<file path="config.mk">
export PLATFORM = sky130hd
export DESIGN_NAME = mux_nto1_pipe
export DESIGN_NICKNAME = d
export VERILOG_FILES = /design/src/rtl/mux_nto1_pipe.sv
export SDC_FILE = /design/constraint.sdc
export NUM_CORES = 1
export LEC_CHECK = 0
export CAP_MARGIN = 20
export CORE_ASPECT_RATIO = 1.5
export CORE_MARGIN = 1.5
export CORE_UTILIZATION = 35
export CTS_CLUSTER_DIAMETER = 120
export CTS_CLUSTER_SIZE = 10
export DETAILED_ROUTE_END_ITERATION = 12
export PLACE_DENSITY = 0.63
export SLEW_MARGIN = 5
export SYNTH_ARGS = -nofsm -noshare
export SYNTH_HDL_FRONTEND = slang
export SYNTH_SLANG_ARGS = --single-unit
</file>
<file path="constraint.sdc">
create_clock -name clk -period 3.1 [get_ports clk]
set_clock_uncertainty 0.15 [all_clocks]
set_input_delay 0.465 -clock clk [delete_from_list [all_inputs] [get_ports clk]]
set_output_delay 0.465 -clock clk [all_outputs]
set_load 0.01 [all_outputs]
</file>
<file path="src/rtl/mux_nto1_pipe.sv">
// N-to-1 select with a registered valid/ready output stage and a one-entry skid buffer.
// Out-of-range selects yield zero data and set a sticky error flag.
module mux_nto1_pipe #(
    parameter int WIDTH  = 5,
    parameter int NUM_IN = 4,
    parameter int SEL_W  = 2
) (
    input  logic                    clk,
    input  logic                    rst_n,
    input  logic [NUM_IN*WIDTH-1:0] in_bus,
    input  logic [SEL_W-1:0]        sel,
    input  logic                    in_valid,
    output logic                    in_ready,
    input  logic                    flush,
    output logic [WIDTH-1:0]        out_data,
    output logic [SEL_W-1:0]        out_sel,
    output logic                    out_valid,
    input  logic                    out_ready,
    output logic                    sel_err
);

    logic [WIDTH-1:0] cap_data;
    logic             cap_oor;
    logic [WIDTH-1:0] skid_data;
    logic [SEL_W-1:0] skid_sel;
    logic             skid_valid;

    logic accept;
    logic prim_free;
    logic prim_load_new;
    logic prim_load_skid;
    logic skid_load;
    logic prim_v_nxt;
    logic skid_v_nxt;

    // Compare-based decode: a select with no matching input falls through to zero.
    always_comb begin
        cap_data = '0;
        cap_oor  = 1'b1;
        for (int k = 0; k < NUM_IN; k++) begin
            if (sel == SEL_W'(k)) begin
                cap_data = in_bus[k*WIDTH +: WIDTH];
                cap_oor  = 1'b0;
            end
        end
    end

    always_comb begin
        accept         = in_valid && in_ready;
        prim_free      = !out_valid || out_ready;
        prim_load_new  = 1'b0;
        prim_load_skid = 1'b0;
        skid_load      = 1'b0;
        prim_v_nxt     = out_valid;
        skid_v_nxt     = skid_valid;
        if (prim_free) begin
            if (skid_valid) begin
                prim_load_skid = 1'b1;
                prim_v_nxt     = 1'b1;
                skid_load      = accept;
                skid_v_nxt     = accept;
            end else begin
                prim_load_new  = accept;
                prim_v_nxt     = accept;
                skid_v_nxt     = 1'b0;
            end
        end else begin
            skid_load  = accept;
            skid_v_nxt = skid_valid || accept;
        end
        if (flush) begin
            prim_v_nxt = 1'b0;
            skid_v_nxt = 1'b0;
        end
    end

    always_ff @(posedge clk or negedge rst_n) begin
        if (!rst_n) begin
            out_data   <= '0;
            out_sel    <= '0;
            out_valid  <= 1'b0;
            skid_data  <= '0;
            skid_sel   <= '0;
            skid_valid <= 1'b0;
            in_ready   <= 1'b1;
            sel_err    <= 1'b0;
        end else begin
            out_valid  <= prim_v_nxt;
            skid_valid <= skid_v_nxt;
            in_ready   <= !skid_v_nxt;
            if (prim_load_skid) begin
                out_data <= skid_data;
                out_sel  <= skid_sel;
            end else if (prim_load_new) begin
                out_data <= cap_data;
                out_sel  <= sel;
            end
            if (skid_load) begin
                skid_data <= cap_data;
                skid_sel  <= sel;
            end
            if (accept && cap_oor)
                sel_err <= 1'b1;
        end
    end

endmodule
</file>
; Word level (Yosys, flattened, before mapping)
; Index checks and enable logic that the tools add are counted.
[classes]
eq_ne = 3
reduce_logical = 9
mux = 23
[ops]
columns = cell, count
row1 = 5-bit 2-to-1 mux, 6
row2 = 1-bit 2-to-1 mux, 15
row3 = 2-bit equality test (second input constant), 2
row4 = 2-bit 2-to-1 mux, 2
row5 = 2-bit nonzero test, 2
row6 = 2-bit by 1-bit equality test with 1-bit output (second input constant), 1
row7 = 1-bit logical AND, 2
row8 = 1-bit logical NOT, 2
row9 = 2-bit logical NOT, 1
row10 = 1-bit logical OR, 2
[word_totals]
output_inout_bits = 10
inputBits = 27
reg_bits = 18

; Depth between registers and ports, before layout
; Gate-level depths: netlist of run 1.
[logic_depth]
word_depth = 7
mapped_depth = 5
ltp_nobuf = 3

; Worst setup path after synthesis of run 1
; OpenSTA, ideal clock, no wires.
[synth_path]
path_kind = input to register
start = input port sel[0]
end = register skid_data[0]
path_slack_ps = 1491
t_arrival_ps = 1334
setup_ps = 125
required_time_ps = 2825
path_stages = 3
path_cell_list = buf_6 mux4_2 mux2_2
[synth_via]
elab_chain_len = 5
[synth_lines]
columns = element, line
row1 = from (decl), 11  ; input logic [SEL_W-1:0] sel,
row2 = 2-bit logical NOT, 41  ; if (sel == SEL_W'(k)) begin
row3 = 5-bit 2-to-1 mux (3 in series), 41
row4 = 5-bit 2-to-1 mux (*), 41
row5 = to (signal assigned), 99  ; skid_data <= cap_data;
row6 = to (decl), 24  ; logic [WIDTH-1:0] skid_data;
; Every way passes the cells marked *; elsewhere a longest branch is shown, timed or not.
; A chain may end at the register's enable or synchronous reset.

; Final worst setup path of run 1
[layout_path]
start = register in_ready
end = output port in_ready
[layout_rtl]
columns = element, line
row1 = from (decl), 13  ; output logic in_ready,
row2 = from (signal assigned), 90  ; in_ready <= !skid_v_nxt;
; No word-level cell between the ends.

==> results.ini, run 1 <==
[global_route]
grt_pass1_vias=726
met2_usage_pct=24.5
grt_use_met1_pct=19.4
grt_antenna_before_repair=0
grt_pass1_wl_um=3310
grt_max_degree=19
grt.total_usage_pct=15.2
busiest_layer=met2
use_met3_pct=2.75
grt_overflow=0

[flow_run]
drv_cap=0

[clocking]
clk_pin_slew_ns=0.11
cts_tree=yes
cts-root-buf=clkbuf_4
numCtsBuffers=3
cts.htree.levels=1
postCtsSetupRepairBufs=0
clkLatencyLatePin_ns=0.31
holdBufCountCts=0
cts_resized=0
clock-sinks=18
cts.path.max_buffers=2

[pwr]
pwr-share-comb_pct=26.8
total_power_mw=0.632
p_leak_nw=0.513
p_clk_share_pct=24.3
switchingPower_mw=0.169
ir_worst_vdd_v=0.000220
power_density_nw_per_um2=479
seq_power_share_pct=48.8
p_int_mw=0.463
switching_share_pct=26.7

[timing]
grt_setup_unrepaired=false
tightest_slew_ns=0.841
setup_tns_ns=0
setup_viol=0
fin_crit_sh_pct=66.1
slew_violations=0
fmax_ghz=0.488
finalHoldViolations=0
relSlewSlack_pct=43.8
period_needed_ns=2.05

[layout]
layout-drive-gt1-share_pct=18.3
final_common_cell=clkdlybuf4s50_1
diodes=0
final_cell_mix=clkdlybuf4s50_1, dfrtp_1, o21ai_0
fillers=233
nNetsFinal=137
syn_to_final_growth_pct=43.6

[worst_setup_path]
worstPathBufferInverterCount=1
cp_slowest_stage_delay_ns=0.59
path_cells=clkdlybuf4s50_1
crit_family=flip-flops
cpMaxStageDelayCell=dfstp_2
rr_worst_depth=3
cp.required_ns=2.48
cp-startpoint=in_ready
worst_r2r_endpoint=out_data[4]
path_class=reg -> out
cp-start-kind=flop
crit-reg2reg-launch=skid_valid
crit_arrival_ns=1.43
reg2reg_setup_slack_ns=1.33
worstSetupEndpointType=primary output
cp_max_fo=4

[yosys]
postSynthCellCount=74
yosysUniqueCellTypes=21
synth_edf_count=0
ys.flop_type=dfrtp_1
avgSynthCellArea_sq_um=12.4
synth.cell_area_sq_um=918
ys_ff_latch=18
yosysWarnings=0
ys_seq_area_share_pct=49.2
syn_nets=101
synth-async-reset-ratio_pct=100

[min_path]
min_from=sel_err
holdPathEnd=sel_err
worstHoldPathType=reg -> reg
min_path_cells=0

[routing]
routed_via_density=5.45
dr.pass1.iters=4
num_vias=725
drtIter0Drc=16
drt_wl_total_um=1990
drc=0
wire_per_inst_um=15.0
postRouteAntennaNets=0

[place]
numPortBuffers=36
dp_hpwl_um=1510
gp_congestion=0.728

[die]
die_x_um=44.8
ioPinCount=37
dieArea_sq_um=2950
fp.coreArea_sq_um=2480
rows=22
start_util_pct=37.1
fp.dieH_um=65.7

[outcome]
outcome=completed

flip-flops by register name (all words and copies together), names as in the netlist:
signal	cells
out_sel	2
skid_valid	1
skid_sel	2
out_valid	1
sel_err	1
out_data	5
skid_data	5
in_ready	1
routing by layer:
| metal | share of wire (%) | vias up |
|---|---|---|
| met5 | 0 | - |
| met4 | 0.75 | 0 |
| met3 | 4.0 | 2 |
| met2 | 51 | 23 |
| met1 | 44 | 355 |
| li1 | - | 345 |
power by group through the flow:
stage / Combinational [mW] / Clock [mW] / Sequential, mW
after floorplan: 0.0782 / 0 / 0.315
after global placement: 0.167 / 0 / 0.312
after detailed placement: 0.171 / 0 / 0.313
after CTS: 0.172 / 0.156 / 0.308
after global routing: 0.185 / 0.167 / 0.314
final: 0.170 / 0.154 / 0.309
layout make-up:
cell class / instances / area, sq um / area share, %
clock buffer: 4 / 36.3 / 2.75
multi-input combinational: 50 / 433 / 32.8
sequential: 18 / 452 / 34.3
tap: 24 / 30.0 / 2.28
timing repair buffer: 37 / 368 / 27.9
synthesized netlist by cell type, types with 2 or more instances:
library cell	count	area, sq um
dfrtp_1	17	425
o21ai_0	8	40.0
a21oi_1	7	35.0
mux2_2	7	78.8
nor2b_1	7	43.8
o31ai_1	6	45.0
mux4_2	5	113
buf_2	2	10.0
clkbuf_1	2	7.51
nand2b_1	2	12.5
metrics by stage:
stage                     instances  setup WS [ns]  cell area [sq um]  utilization (%)  hold WS (ns)
after floorplan                  74           1.49                918                -        0.0194
after global placement          129          0.821               1280             51.8         0.216
after detailed placement        129          0.773               1280             51.8         0.222
after CTS                       133           1.03               1320             53.2         0.247
after global routing            133           1.00               1320             53.2         0.266
final                           133           1.05               1320             53.2         0.239
kinds of logic after synthesis:
| logic type | Yosys count | synth area share, % |
|---|---|---|
| DFF | 18 | 49.2 |
| muxes | 12 | 20.8 |
| buffers and inverters | 6 | 3.68 |
| AOI/OAI and AO/OA | 26 | 18.7 |
| and+or+nand+nor | 12 | 7.63 |
worst max-delay path by stage:
stage	depth (start not counted)	to
3_3_place_gp	3	skid_data[4]
6_report	1	in_ready
3_5_place_dp	3	skid_data[4]
2_1_floorplan	3	skid_data[0]
5_1_grt	1	in_ready
4_1_cts	1	in_ready
No activity file was read; power rests on OpenSTA's default activity.
==> inputs of run 2 (changes only) <==
- clock period: 3.1 -> 2 ns (I/O delays scaled with it)
==> results.ini, run 2 (synthesized netlist as in run 1, its figures left out) <==
[worst_setup_path]
crit_arrival_ns=1.42
cp.required_ns=1.55
cp-start-kind=flop
worstPathBufferInverterCount=1
cpMaxStageDelayCell=dfstp_2
crit-reg2reg-launch=out_valid
reg2reg_setup_slack_ns=0.36
rr_worst_depth=4
worstSetupEndpointType=primary output
crit_family=flip-flops
path_class=reg -> out
path_cells=clkdlybuf4s50_1
cp_slowest_stage_delay_ns=0.59
path_depth=1
cp_max_fo=4
worst_r2r_endpoint=skid_sel[1]

[die]
ioPinCount=37
fp.coreArea_sq_um=2480
start_util_pct=37.1
fp.dieH_um=65.7
rows=22
die_x_um=44.8
dieArea_sq_um=2950

[layout]
multi_input_area_sq_um=433
nNetsFinal=141
fillers=229
top_regs=out_data x5, skid_data x5
final_common_cell=clkdlybuf4s50_1
syn_to_final_growth_pct=46.9
regArea_sq_um=452
layout-drive-gt1-share_pct=21.2
diodes=0
final_cell_mix=clkdlybuf4s50_1, dfrtp_1, o21ai_0

[routing]
dr.pass1.iters=4
postRouteAntennaNets=0
routed_via_density=5.40
drt_wl_total_um=1860
num_vias=740
wire_per_inst_um=13.6
drc=0
drtIter0Drc=4

[clocking]
cts_tree=yes
cts.path.max_buffers=2
clkLatencyLatePin_ns=0.29
clk_pin_slew_ns=0.10
cts_resized=0
numCtsBuffers=3
cts-root-buf=clkbuf_4
clock-sinks=18
holdBufCountCts=0
cts.htree.levels=1
postCtsSetupRepairBufs=0

[timing]
finalHoldViolations=0
setup_tns_ns=0
tightest_slew_ns=0.351
relSlewSlack_pct=76.5
period_needed_ns=1.87
whs_ns=0.171
fin_crit_sh_pct=93.7
grt_setup_unrepaired=false
fmax_ghz=0.533
worst_slack_ns=0.125
slew_violations=0
setup_viol=0

[pwr]
switchingPower_mw=0.240
p_int_mw=0.723
p_leak_nw=0.533
p_clk_share_pct=22.7
pwr-share-comb_pct=27.9
power_density_nw_per_um2=714
switching_share_pct=24.9
total_power_mw=0.963
seq_power_share_pct=49.4
ir_worst_vdd_v=0.000369

[global_route]
grt_antenna_before_repair=0
met2_usage_pct=25.9
use_met3_pct=3.02
grt_pass1_wl_um=3220
grt.total_usage_pct=14.9
grt_overflow=0
grt_pass1_vias=743
grt_use_met1_pct=16.5
busiest_layer=met2
grt_max_degree=19

[min_path]
worstHoldPathType=in -> async

[place]
gp_congestion=0.707
dp_hpwl_um=1570
numPortBuffers=36
pre_cts_ws_ns=-0.00546

[outcome]
outcome=completed

[flow_run]
drv_cap=0

-- run 2: changes by cell type in the layout (fill, tap and decap cells not counted) --
cell | previous run | this run
buf_4 | 1 | 5
-- run 2: power by group through the flow --
| stage | clock [mW] | sequential (mW) | combinational (mW) |
|---|---|---|---|
| global placement | 0 | 0.480 | 0.265 |
| finish | 0.219 | 0.476 | 0.268 |
| floorplan | 0 | 0.489 | 0.121 |
| global route | 0.244 | 0.485 | 0.292 |
| detailed placement | 0 | 0.484 | 0.272 |
| CTS | 0.232 | 0.476 | 0.272 |
-- run 2: worst max-delay path by stage --
stage	from	end
3_3_place_gp	sel[0]	skid_data[3]
6_report	in_ready	in_ready
4_1_cts	in_ready	in_ready
3_5_place_dp	sel[0]	skid_data[1]
2_1_floorplan	out_valid	skid_data[0]
5_1_grt	in_ready	in_ready
-- run 2: layout make-up --
class                           count  area share, %
Sequential cell                    18           33.5
Clock buffer                        4           2.69
Tap cell                           24           2.23
Multi-Input combinational cell     50           32.1
Timing Repair Buffer               41           29.5
-- run 2: worst register-to-register path, stage by stage, from the launching register on --
cell      delay (ns)
dfrtp_1         0.41
nor2b_1         0.14
buf_4           0.15
o211ai_4        0.32
mux2_2          0.39
-- run 2: routing by layer --
metal	part of all wire [%]	wire [um]
met4	1.2	23
met3	4.9	92
met5	0	0
met1	39	723
met2	55	1030
-- run 2: stage by stage --
step,instance area [sq um],std cells,utilization (%)
CTS,1350,137,54.4
floorplan,918,74,-
detailed placement,1310,133,53.0
finish,1350,137,54.4
global placement,1310,133,53.0
global route,1350,137,54.4
